<file path="src/rtl/reaction_session_ctrl_pkg.sv">
// Shared types and defaults for the reaction-timer session path.
package reaction_pkg;
  localparam int DEF_RT_W   = 14;
  localparam int DEF_MAX_RT = 9999;

  typedef enum logic [2:0] {
    ST_IDLE, ST_ARM, ST_WAIT_RES, ST_GAP, ST_DONE, ST_ABORTED
  } session_state_t;
endpackage

</file>
<file path="src/rtl/reaction_session_ctrl_if.sv">
// Start/result handshake between the session sequencer and the reaction-timer FSM.
interface reaction_session_ctrl_if #(parameter int RT_W = reaction_pkg::DEF_RT_W);
  logic            trial_start;
  logic            res_valid;
  logic [RT_W-1:0] res_time;
  logic            res_late;
  logic            res_early;

  modport master (output trial_start, input res_valid, res_time, res_late, res_early);
  modport slave  (input trial_start, output res_valid, res_time, res_late, res_early);
endinterface

</file>
<file path="src/rtl/reaction_session_ctrl_ms_down_counter.sv">
// Loadable millisecond down-counter; holds at zero.
module ms_down_counter #(
  parameter int W = 2
) (
  input  logic         clk,
  input  logic         RESET_N,
  input  logic         load_i,
  input  logic [W-1:0] load_val_i,
  input  logic         tick_i,
  output logic         zero_o
);
  logic [W-1:0] cnt_q;

  always_ff @(posedge clk) begin
    if (!RESET_N)                      cnt_q <= '0;
    else if (load_i)                   cnt_q <= load_val_i;
    else if (tick_i && (cnt_q != '0))  cnt_q <= cnt_q - W'(1);
  end

  assign zero_o = (cnt_q == '0);
endmodule

</file>
<file path="src/rtl/reaction_session_ctrl.sv">
// Session sequencer: arms N_TRIALS reaction trials, retries early presses,
// and reports best/average time and late count at session end.
module reaction_session_ctrl
  import reaction_pkg::*;
#(
  parameter int N_TRIALS  = 4,
  parameter int RT_W      = DEF_RT_W,
  parameter int MAX_RT    = DEF_MAX_RT,
  parameter int GAP_MS    = 1000,
  parameter int MAX_RETRY = 3,
  localparam int IDX_W    = $clog2(N_TRIALS+1)
) (
  input  logic                    clk,
  input  logic                    RESET_N,
  input  logic                    tick_1ms,
  input  logic                    go,
  input  logic                    abort,
  reaction_session_ctrl_if.master rif,
  output logic                    busy,
  output logic [IDX_W-1:0]        trial_idx,
  output logic [RT_W-1:0]         best_rt,
  output logic [RT_W-1:0]         avg_rt,
  output logic [IDX_W-1:0]        late_cnt,
  output logic                    session_done,
  output logic                    session_abort
);
  localparam int LOG2N   = $clog2(N_TRIALS);
  localparam int SUM_W   = RT_W + LOG2N;
  localparam int RETRY_W = $clog2(MAX_RETRY+2);
  localparam int GAP_W   = (GAP_MS > 0) ? $clog2(GAP_MS+1) : 1;
  localparam logic [GAP_W-1:0] GAP_LD  = GAP_W'((GAP_MS > 0) ? GAP_MS-1 : 0);
  localparam logic [RT_W-1:0]  MAX_T   = RT_W'(MAX_RT);

  localparam logic [2:0] IDLE     = ST_IDLE;
  localparam logic [2:0] ARM      = ST_ARM;
  localparam logic [2:0] WAIT_RES = ST_WAIT_RES;
  localparam logic [2:0] GAP      = ST_GAP;
  localparam logic [2:0] DONE     = ST_DONE;
  localparam logic [2:0] ABORTED  = ST_ABORTED;

  logic [2:0]         state_q, state_d;
  logic [SUM_W-1:0]   sum_q, sum_d;
  logic [RETRY_W-1:0] retry_q, retry_d;
  logic [IDX_W-1:0]   idx_q, idx_d, late_q, late_d;
  logic [RT_W-1:0]    best_q, best_d, avg_q, avg_d, t_sat;
  logic               gap_load, gap_zero;

  ms_down_counter #(.W(GAP_W)) u_gap (
    .clk(clk), .RESET_N(RESET_N), .load_i(gap_load), .load_val_i(GAP_LD),
    .tick_i(tick_1ms), .zero_o(gap_zero)
  );

  assign t_sat = (rif.res_time > MAX_T) ? MAX_T : rif.res_time;

  always_comb begin
    state_d  = state_q;
    sum_d    = sum_q;
    retry_d  = retry_q;
    idx_d    = idx_q;
    late_d   = late_q;
    best_d   = best_q;
    avg_d    = avg_q;
    gap_load = 1'b0;
    case (state_q)
      IDLE, DONE, ABORTED: begin
        if (go && !abort) begin
          sum_d   = '0;
          retry_d = '0;
          idx_d   = '0;
          late_d  = '0;
          best_d  = MAX_T;
          avg_d   = '0;
          state_d = ARM;
        end
      end
      ARM: state_d = abort ? ABORTED : WAIT_RES;
      WAIT_RES: begin
        if (abort) state_d = ABORTED;
        else if (rif.res_valid) begin
          if (rif.res_early) begin
            retry_d = retry_q + RETRY_W'(1);
            state_d = (retry_d == RETRY_W'(MAX_RETRY+1)) ? ABORTED : GAP;
          end else begin
            if (rif.res_late) begin
              sum_d  = sum_q + SUM_W'(MAX_T);
              late_d = late_q + IDX_W'(1);
            end else begin
              sum_d  = sum_q + SUM_W'(t_sat);
              if (t_sat < best_q) best_d = t_sat;
            end
            idx_d   = idx_q + IDX_W'(1);
            retry_d = '0;
            state_d = GAP;
            if (idx_d == IDX_W'(N_TRIALS)) begin
              state_d = DONE;
              avg_d   = RT_W'(sum_d >> LOG2N);
            end
          end
          // Zero gap re-arms straight from the result cycle.
          if (state_d == GAP) begin
            if (GAP_MS == 0) state_d = ARM;
            else             gap_load = 1'b1;
          end
        end
      end
      GAP: begin
        if (abort)                      state_d = ABORTED;
        else if (tick_1ms && gap_zero)  state_d = ARM;
      end
      default: state_d = IDLE;
    endcase
  end

  always_ff @(posedge clk) begin
    if (!RESET_N) begin
      state_q <= IDLE;
      sum_q   <= '0;
      retry_q <= '0;
      idx_q   <= '0;
      late_q  <= '0;
      best_q  <= '0;
      avg_q   <= '0;
    end else begin
      state_q <= state_d;
      sum_q   <= sum_d;
      retry_q <= retry_d;
      idx_q   <= idx_d;
      late_q  <= late_d;
      best_q  <= best_d;
      avg_q   <= avg_d;
    end
  end

  assign rif.trial_start = (state_q == ARM) && !abort;
  assign busy            = (state_q == ARM) || (state_q == WAIT_RES) || (state_q == GAP);
  assign trial_idx       = idx_q;
  assign best_rt         = best_q;
  assign avg_rt          = avg_q;
  assign late_cnt        = late_q;
  assign session_done    = (state_q == DONE);
  assign session_abort   = (state_q == ABORTED);
endmodule

</file>
<file path="src/flat_wrapper.sv">
// flat-port wrapper written by rule: the top's interface ports become plain ports
module reaction_session_ctrl_flat import reaction_pkg::*;
#(
  parameter int N_TRIALS  = 4,
  parameter int RT_W      = DEF_RT_W,
  parameter int MAX_RT    = DEF_MAX_RT,
  parameter int GAP_MS    = 1000,
  parameter int MAX_RETRY = 3,
  localparam int IDX_W    = $clog2(N_TRIALS+1)
)
  (clk, RESET_N, tick_1ms, go, abort, busy, trial_idx, best_rt, avg_rt, late_cnt, session_done, session_abort, rif_trial_start, rif_res_valid, rif_res_time, rif_res_late, rif_res_early);
  reaction_session_ctrl_if #(.RT_W(RT_W)) rif_i ();
  input  logic clk;
  input  logic RESET_N;
  input  logic tick_1ms;
  input  logic go;
  input  logic abort;
  output logic busy;
  output logic [IDX_W-1:0] trial_idx;
  output logic [RT_W-1:0] best_rt;
  output logic [RT_W-1:0] avg_rt;
  output logic [IDX_W-1:0] late_cnt;
  output logic session_done;
  output logic session_abort;
  output wire logic [$bits(rif_i.trial_start)-1:0] rif_trial_start;
  input wire logic [$bits(rif_i.res_valid)-1:0] rif_res_valid;
  input wire logic [$bits(rif_i.res_time)-1:0] rif_res_time;
  input wire logic [$bits(rif_i.res_late)-1:0] rif_res_late;
  input wire logic [$bits(rif_i.res_early)-1:0] rif_res_early;
  assign rif_trial_start = rif_i.trial_start;
  assign rif_i.res_valid = rif_res_valid;
  assign rif_i.res_time = rif_res_time;
  assign rif_i.res_late = rif_res_late;
  assign rif_i.res_early = rif_res_early;
  reaction_session_ctrl #(.N_TRIALS(N_TRIALS), .RT_W(RT_W), .MAX_RT(MAX_RT), .GAP_MS(GAP_MS), .MAX_RETRY(MAX_RETRY)) u_core (.clk(clk), .RESET_N(RESET_N), .tick_1ms(tick_1ms), .go(go), .abort(abort), .rif(rif_i), .busy(busy), .trial_idx(trial_idx), .best_rt(best_rt), .avg_rt(avg_rt), .late_cnt(late_cnt), .session_done(session_done), .session_abort(session_abort));
endmodule
</file>
<file path="config.mk">
export PLATFORM = sky130hd
export DESIGN_NAME = reaction_session_ctrl_flat
export DESIGN_NICKNAME = d
export VERILOG_FILES = /design/src/rtl/reaction_session_ctrl_pkg.sv /design/src/rtl/reaction_session_ctrl_if.sv /design/src/rtl/reaction_session_ctrl_ms_down_counter.sv /design/src/rtl/reaction_session_ctrl.sv /design/src/flat_wrapper.sv
export SDC_FILE = /design/constraint.sdc
export NUM_CORES = 1
export LEC_CHECK = 0
export BUFFER_PORTS_ARGS = -buffer_cell sky130_fd_sc_hd__buf_2
export CORE_MARGIN = 3
export CORE_UTILIZATION = 30
export DETAILED_ROUTE_END_ITERATION = 6
export GPL_TIMING_DRIVEN = 0
export PLACE_DENSITY = 0.56
export SLEW_MARGIN = 20
export SYNTH_ARGS = -nofsm -noshare
export SYNTH_HDL_FRONTEND = slang
export SYNTH_SLANG_ARGS = --single-unit
</file>
<file path="constraint.sdc">
create_clock -name clk -period 3.5 [get_ports clk]
set_input_delay 0.175 -clock clk [delete_from_list [all_inputs] [get_ports clk]]
set_output_delay 0.175 -clock clk [all_outputs]
set_load 0.005 [all_outputs]
</file>
**Yosys cells after proc, flatten, opt, wreduce, memory -nomap -nowiden**

Cells that the tools add are included.

- Register bits: 66
- Bits of input ports: 22
- Output and inout bits: 38
- Logic and storage cells: 109

- Add/sub/neg operators: 6
- Magnitude comparators: 2
- Equality and inequality tests: 18
- Multiplexer cells: 53
- Bitwise operators: 1
- Reduce and logical (&&, ||, !) cells: 20

Operator list:

| kind | number |
|---|---|
| 14-bit two-way mux | 12 |
| 16-bit two-way mux | 5 |
| 3-bit two-way mux | 23 |
| 14-bit one-hot mux with 2 select lines | 2 |
| 16-bit one-hot mux with 2 select lines | 1 |
| 10-bit two-way mux | 2 |
| 3-bit one-hot mux with 2 select lines | 3 |
| 16-bit by 14-bit adder with 16-bit output | 1 |
| 16-bit by 14-bit adder with 16-bit output (second input constant) | 1 |
| 14-bit > comparator (second input constant) | 1 |
| 14-bit < comparator | 1 |
| 3-bit equality test (second input constant) | 4 |
| 3-bit one-hot mux with 4 select lines | 1 |
| 6-bit AND reduction | 2 |
| 10-bit logical NOT | 1 |
| 2-bit inequality test (second input constant) | 5 |
| 10-bit nonzero test | 1 |
| 10-bit by 1-bit subtractor with 10-bit output (second input constant) | 1 |
| 3-bit by 1-bit adder with 3-bit output (second input constant) | 3 |
| 3-bit by 2-bit equality test with 1-bit output (second input constant) | 3 |
| 7-bit AND reduction | 1 |
| 2-bit by 1-bit inequality test with 1-bit output (second input constant) | 3 |
| 5-bit AND reduction | 1 |
| 1-bit logical AND | 4 |
| 13 further kinds | 18 |

**Logic depth before layout (Yosys ltp)**

- Word-level depth: 13
- Gate-level depth with buffers: 14
- Depth with buffers taken out: 13

**Cells and area by module**

A second synthesis with hierarchy kept.

- Cell total of the unflattened synthesis: 500
- Area total of the unflattened synthesis: 4166.5 sq um

Modules (own cells, without submodules):

| module | instances | cells each | area each (sq um) | sequential area each (sq um) |
|---|---|---|---|---|
| reaction_session_ctrl | 1 | 426 | 3568.4 | 1121.1 |
| ms_down_counter | 1 | 74 | 598.1 | 200.2 |

**Worst setup path before layout**

No wires, ideal clock.

- Path type: input to register
- From: in rif_res_time[7]
- To: reg u_core.avg_q[12], in the netlist u_core.avg_rt[12]
- Setup time: 0.117 ns
- Arrival time: 2.707 ns
- Required time: 3.383 ns
- Setup slack: 0.677 ns
- Stages on the path: 11
- Path buffers: 0
- Path through: nor4_1 > o211ai_1 > and2_1 > or3_1 > ha_1 > a21o_1 > a21o_1 > or2_1 > o41ai_4 > xnor2_1 > a22o_1

- Longest elaborated chain between the ends: 9

RTL lines:

| item | RTL line | text |
|---|---|---|
| from (decl) | flat_wrapper.sv:27 | `input wire logic [$bits(rif_i.res_time)-1:0] rif_res_time;` |
| 14-bit > comparator | reaction_session_ctrl.sv:53 | `assign t_sat = (rif.res_time > MAX_T) ? MAX_T : rif.res_time;` |
| 14-bit two-way mux * | reaction_session_ctrl.sv:53 |  |
| 16-bit by 14-bit adder with 16-bit output * | reaction_session_ctrl.sv:88 | `sum_d = sum_q + SUM_W'(t_sat);` |
| 16-bit two-way mux * | reaction_session_ctrl.sv:84 | `if (rif.res_late) begin` |
| 14-bit two-way mux * | reaction_session_ctrl.sv:94 | `if (idx_d == IDX_W'(N_TRIALS)) begin` |
| 14-bit two-way mux * | reaction_session_ctrl.sv:80 | `if (rif.res_early) begin` |
| 14-bit two-way mux * | reaction_session_ctrl.sv:79 | `else if (rif.res_valid) begin` |
| 14-bit two-way mux * | reaction_session_ctrl.sv:78 | `if (abort) state_d = ABORTED;` |
| 14-bit one-hot mux with 2 select lines * | reaction_session_ctrl.sv:64 | `case (state_q)` |
| to (signal assigned) | reaction_session_ctrl.sv:130 | `avg_q <= avg_d;` |
| to (decl) | reaction_session_ctrl.sv:45 | `logic [RT_W-1:0] best_q, best_d, avg_q, avg_d, t_sat;` |

Mark *: on every way between the ends. The rest lies on a longest branch, timed or not. The select of a mux whose other input is x is not followed.
A chain may end at the register's enable or synchronous reset.

**Worst setup path in the final report**

- From: in rif_res_time[7]
- To: reg u_core.sum_q[12]

- Longest elaborated chain between the ends: 8

RTL lines:

| item | RTL line | text |
|---|---|---|
| 14-bit > comparator | reaction_session_ctrl.sv:53 |  |
| 14-bit two-way mux * | reaction_session_ctrl.sv:53 |  |
| 16-bit by 14-bit adder with 16-bit output * | reaction_session_ctrl.sv:88 |  |
| 16-bit two-way mux * | reaction_session_ctrl.sv:84 |  |
| 16-bit two-way mux * | reaction_session_ctrl.sv:80 |  |
| 16-bit two-way mux * | reaction_session_ctrl.sv:79 |  |
| 16-bit two-way mux * | reaction_session_ctrl.sv:78 |  |
| 16-bit one-hot mux with 2 select lines * | reaction_session_ctrl.sv:64 |  |
| to (signal assigned) | reaction_session_ctrl.sv:125 | `sum_q <= sum_d;` |
| to (decl) | reaction_session_ctrl.sv:42 | `logic [SUM_W-1:0] sum_q, sum_d;` |

Marked as above.

==> flow_summary.yaml <==
run:
  maxCapViolations: 0
synthesis:
  yosys.area.top_type_share: 0.324
  synth_area_leaders: "dfxtp_1 32%, ha_1 10%, a21oi_1 4.3%"
  yosysMostFrequentCell: "dfxtp_1"
  yosys_warnings: 0
  synth_seq_cells: 66
  ys_seq_area_frac: 0.324
  synthCells: 487
  async_reset_ff_frac: 0
  synth_area_leader_cell: "dfxtp_1"
  synth_fp_nets: 543
  syn-cell-area_um2: 4080
  yosysUniqueCellTypes: 65
  netlist_top_cells_count: "66 x dfxtp_1, 46 x nor2_1, 44 x nand2_1"
  synth-edff-count: 0
  ys.flop_type: "dfxtp_1"
  avgSynthCellArea_um2: 8.38
placed_design:
  numPortBuffers: 58
  dpl.hpwl_um: 8710
  place.gp.congestion: 0.882
  dpl.cell_count: 717
  place_area_um2: 4590
die:
  design.core.area_um2: 13000
  die_x_um: 123
  io_pins: 60
  die-area_um2: 15000
  rows: 41
  start_util: 0.314
  die_h_um: 123
global_routing:
  grt_max_degree: 13
  grt_pass1_vias: 3679
  antenna_found_initial: 0
  grt_pass1_wl_um: 18400
  grt_use_total: 0.157
  overflow: 0
routing:
  dr.first_iter.drc_count: 174
  drt_wl_total_um: 11300
  dr.pass1.iters: 4
  drcViolationCount: 0
  detail-route-antenna-nets: 0
  wl_per_cell_um: 15.5
  viasPerCell: 5.15
  vias: 3769
timing:
  fin_setup_tns_ps: 0
  rsz0062_at_grt: "no"
  fin_crit_ps: 3060
  timing_hold_violations_final: 0
  fmax_mhz: 327
  maxSlewViolCount: 0
  worstMarginPinSlew_ps: 779
  relSlewSlack: 0.475
  finalSetupViolations: 0
  skew_ps: 8.66
  period_share: 0.873
cells_and_area:
  area_growth_pct: 19.9
  fin_nets: 611
  n_fill_cell: 1315
  fin_area_um2: 4890
  layout-drive-gt1-share: 0.202
  stdcell_count: 732
  antenna_cells: 0
worst_setup_path:
  crit_slowest_cell: "o311ai_0"
  cp_max_fo: 7
  path_cells: "buf_2 > nor4_1 > o211ai_1 > and2_1 > or3_1 > ha_1 > inv_1 > fa_1 > nor2b_1 > o31ai_1 > a211oi_2 > o311ai_0 > o2bb2ai_1"
  r2r_start: "u_core.best_rt[13]$_SDFFE_PN0P_"
  critPathCaptureType: "flop"
  critPathKind: "input pin to flop"
  startpoint: "rif_res_time[7]"
  rrSetupSlack_ps: 1080
  worstSetupStartpointType: "input pin"
  cpPeakStageDelay_ps: 580
  cp.required_ps: 3700
  cp.arrival_ps: 3250
power:
  leakage_nw: 2.06
  p_total_mw: 2.54
  peakVddDrop_uv: 236
  p_per_area_nw_per_um2: 519
clock_network:
  ctsResizeCount: 0
  insertion_delay_ps: 330
  post_cts_buffers: 0
  cts_tree: "done"
  cts-buffers-inserted: 9
  root_buffer: "clkbuf_16"
  path_clk_slew_ps: 60
  clockBufferDepth: 2
  h-tree-depth: 3
  hold_buffers: 0
  clkSinkCount: 66
min_path:
  hold_class: "input pin to flop"
  hold_start: "rif_res_time[6]"
outcome:
  outcome: "completed"
## report_power, final
group / internal (mW) / total, mW / switching (mW)
clock: 0.570 / 0.915 / 0.345
combinational: 0.312 / 0.716 / 0.404
sequential: 0.836 / 0.910 / 0.0738
## logic make-up after synthesis
family	Yosys count	synth area share
compound gates	133	0.243
flops	66	0.324
fa+ha+maj	34	0.106
buf+inv	54	0.0540
simple gates	177	0.223
mux	3	0.00736
xor+xnor	20	0.0429
## per-stage QoR
| step | hold WS [ps] | util | setup slack, ps |
|---|---|---|---|
| floorplan | 355 | - | 677 |
| global placement | 445 | 0.353 | 119 |
| detailed placement | 451 | 0.353 | 50.6 |
| CTS | 185 | 0.377 | 398 |
| global route | 224 | 0.377 | 69.6 |
| finish | 201 | 0.377 | 443 |
## cells in the final DEF, fill, tap and decap left out, types with 3 or more instances in the layout
master      count
a211oi_1        4
a21o_1          4
a21oi_1        35
a22o_1         10
and3_1          3
buf_2          63
buf_4           3
clkbuf_1       14
clkbuf_16       9
clkinvlp_4      3
dfxtp_1        66
ha_1           33
inv_1          30
mux2i_1         3
nand2_1        44
nand2b_1       13
nand3_1        14
nand3b_1        3
nand4_1         6
nor2_1         46
nor2b_1         5
nor3_1         10
nor4_1          4
o211ai_1        4
o21a_1          8
o21ai_0        23
o221a_2         8
o2bb2ai_1       4
o32ai_1         6
or2_2           3
or3_1           8
xnor2_1        13
xor2_1          7
## final timing paths
kind / end / cells past startpoint
worst max-delay path: u_core.sum_q[12]$_SDFFE_PN0P_ / 13
worst min-delay path: u_core.best_rt[6]$_SDFFE_PN0P_ / 3
worst max register to register: u_core.best_rt[3]$_SDFFE_PN0P_ / 9
worst min register to register: u_core.avg_rt[0]$_SDFFE_PN0P_ / 2
## registers in the layout, summed over array words and instances (netlist names)
name,cells
u_core.sum_q,16
u_core.avg_rt,14
u_core.best_rt,14
u_core.u_gap.cnt_q,10
u_core.late_cnt,3
u_core.retry_q,3
u_core.state_q,3
u_core.trial_idx,3
## cell type report
class                           count  area (um2)  area share
Buffer                             22         100      0.0205
Multi-Input combinational cell    367        2540       0.520
Timing Repair Buffer               58         290      0.0593
Clock buffer                       10         239      0.0488
Inverter                           31         116      0.0238
Clock inverter                      6        66.3      0.0136
Sequential cell                    66        1320       0.270
Tap cell                          172         215      0.0440
## routing by layer
metal / routed length [um] / track usage
met1: 5470 / 0.208
met2: 5060 / 0.249
met3: 564 / 0.0369
met4: 211 / 0.0567
met5: 0 / 0
## worst max-delay path, delay by kind of cell
kind | cells | cell delay [ps]
simple gates | 4 | 1050
compound gates | 5 | 1420
fa+ha+maj | 2 | 410
buf+inv | 2 | 190
Note: power is estimated with default switching activity, not from simulation.
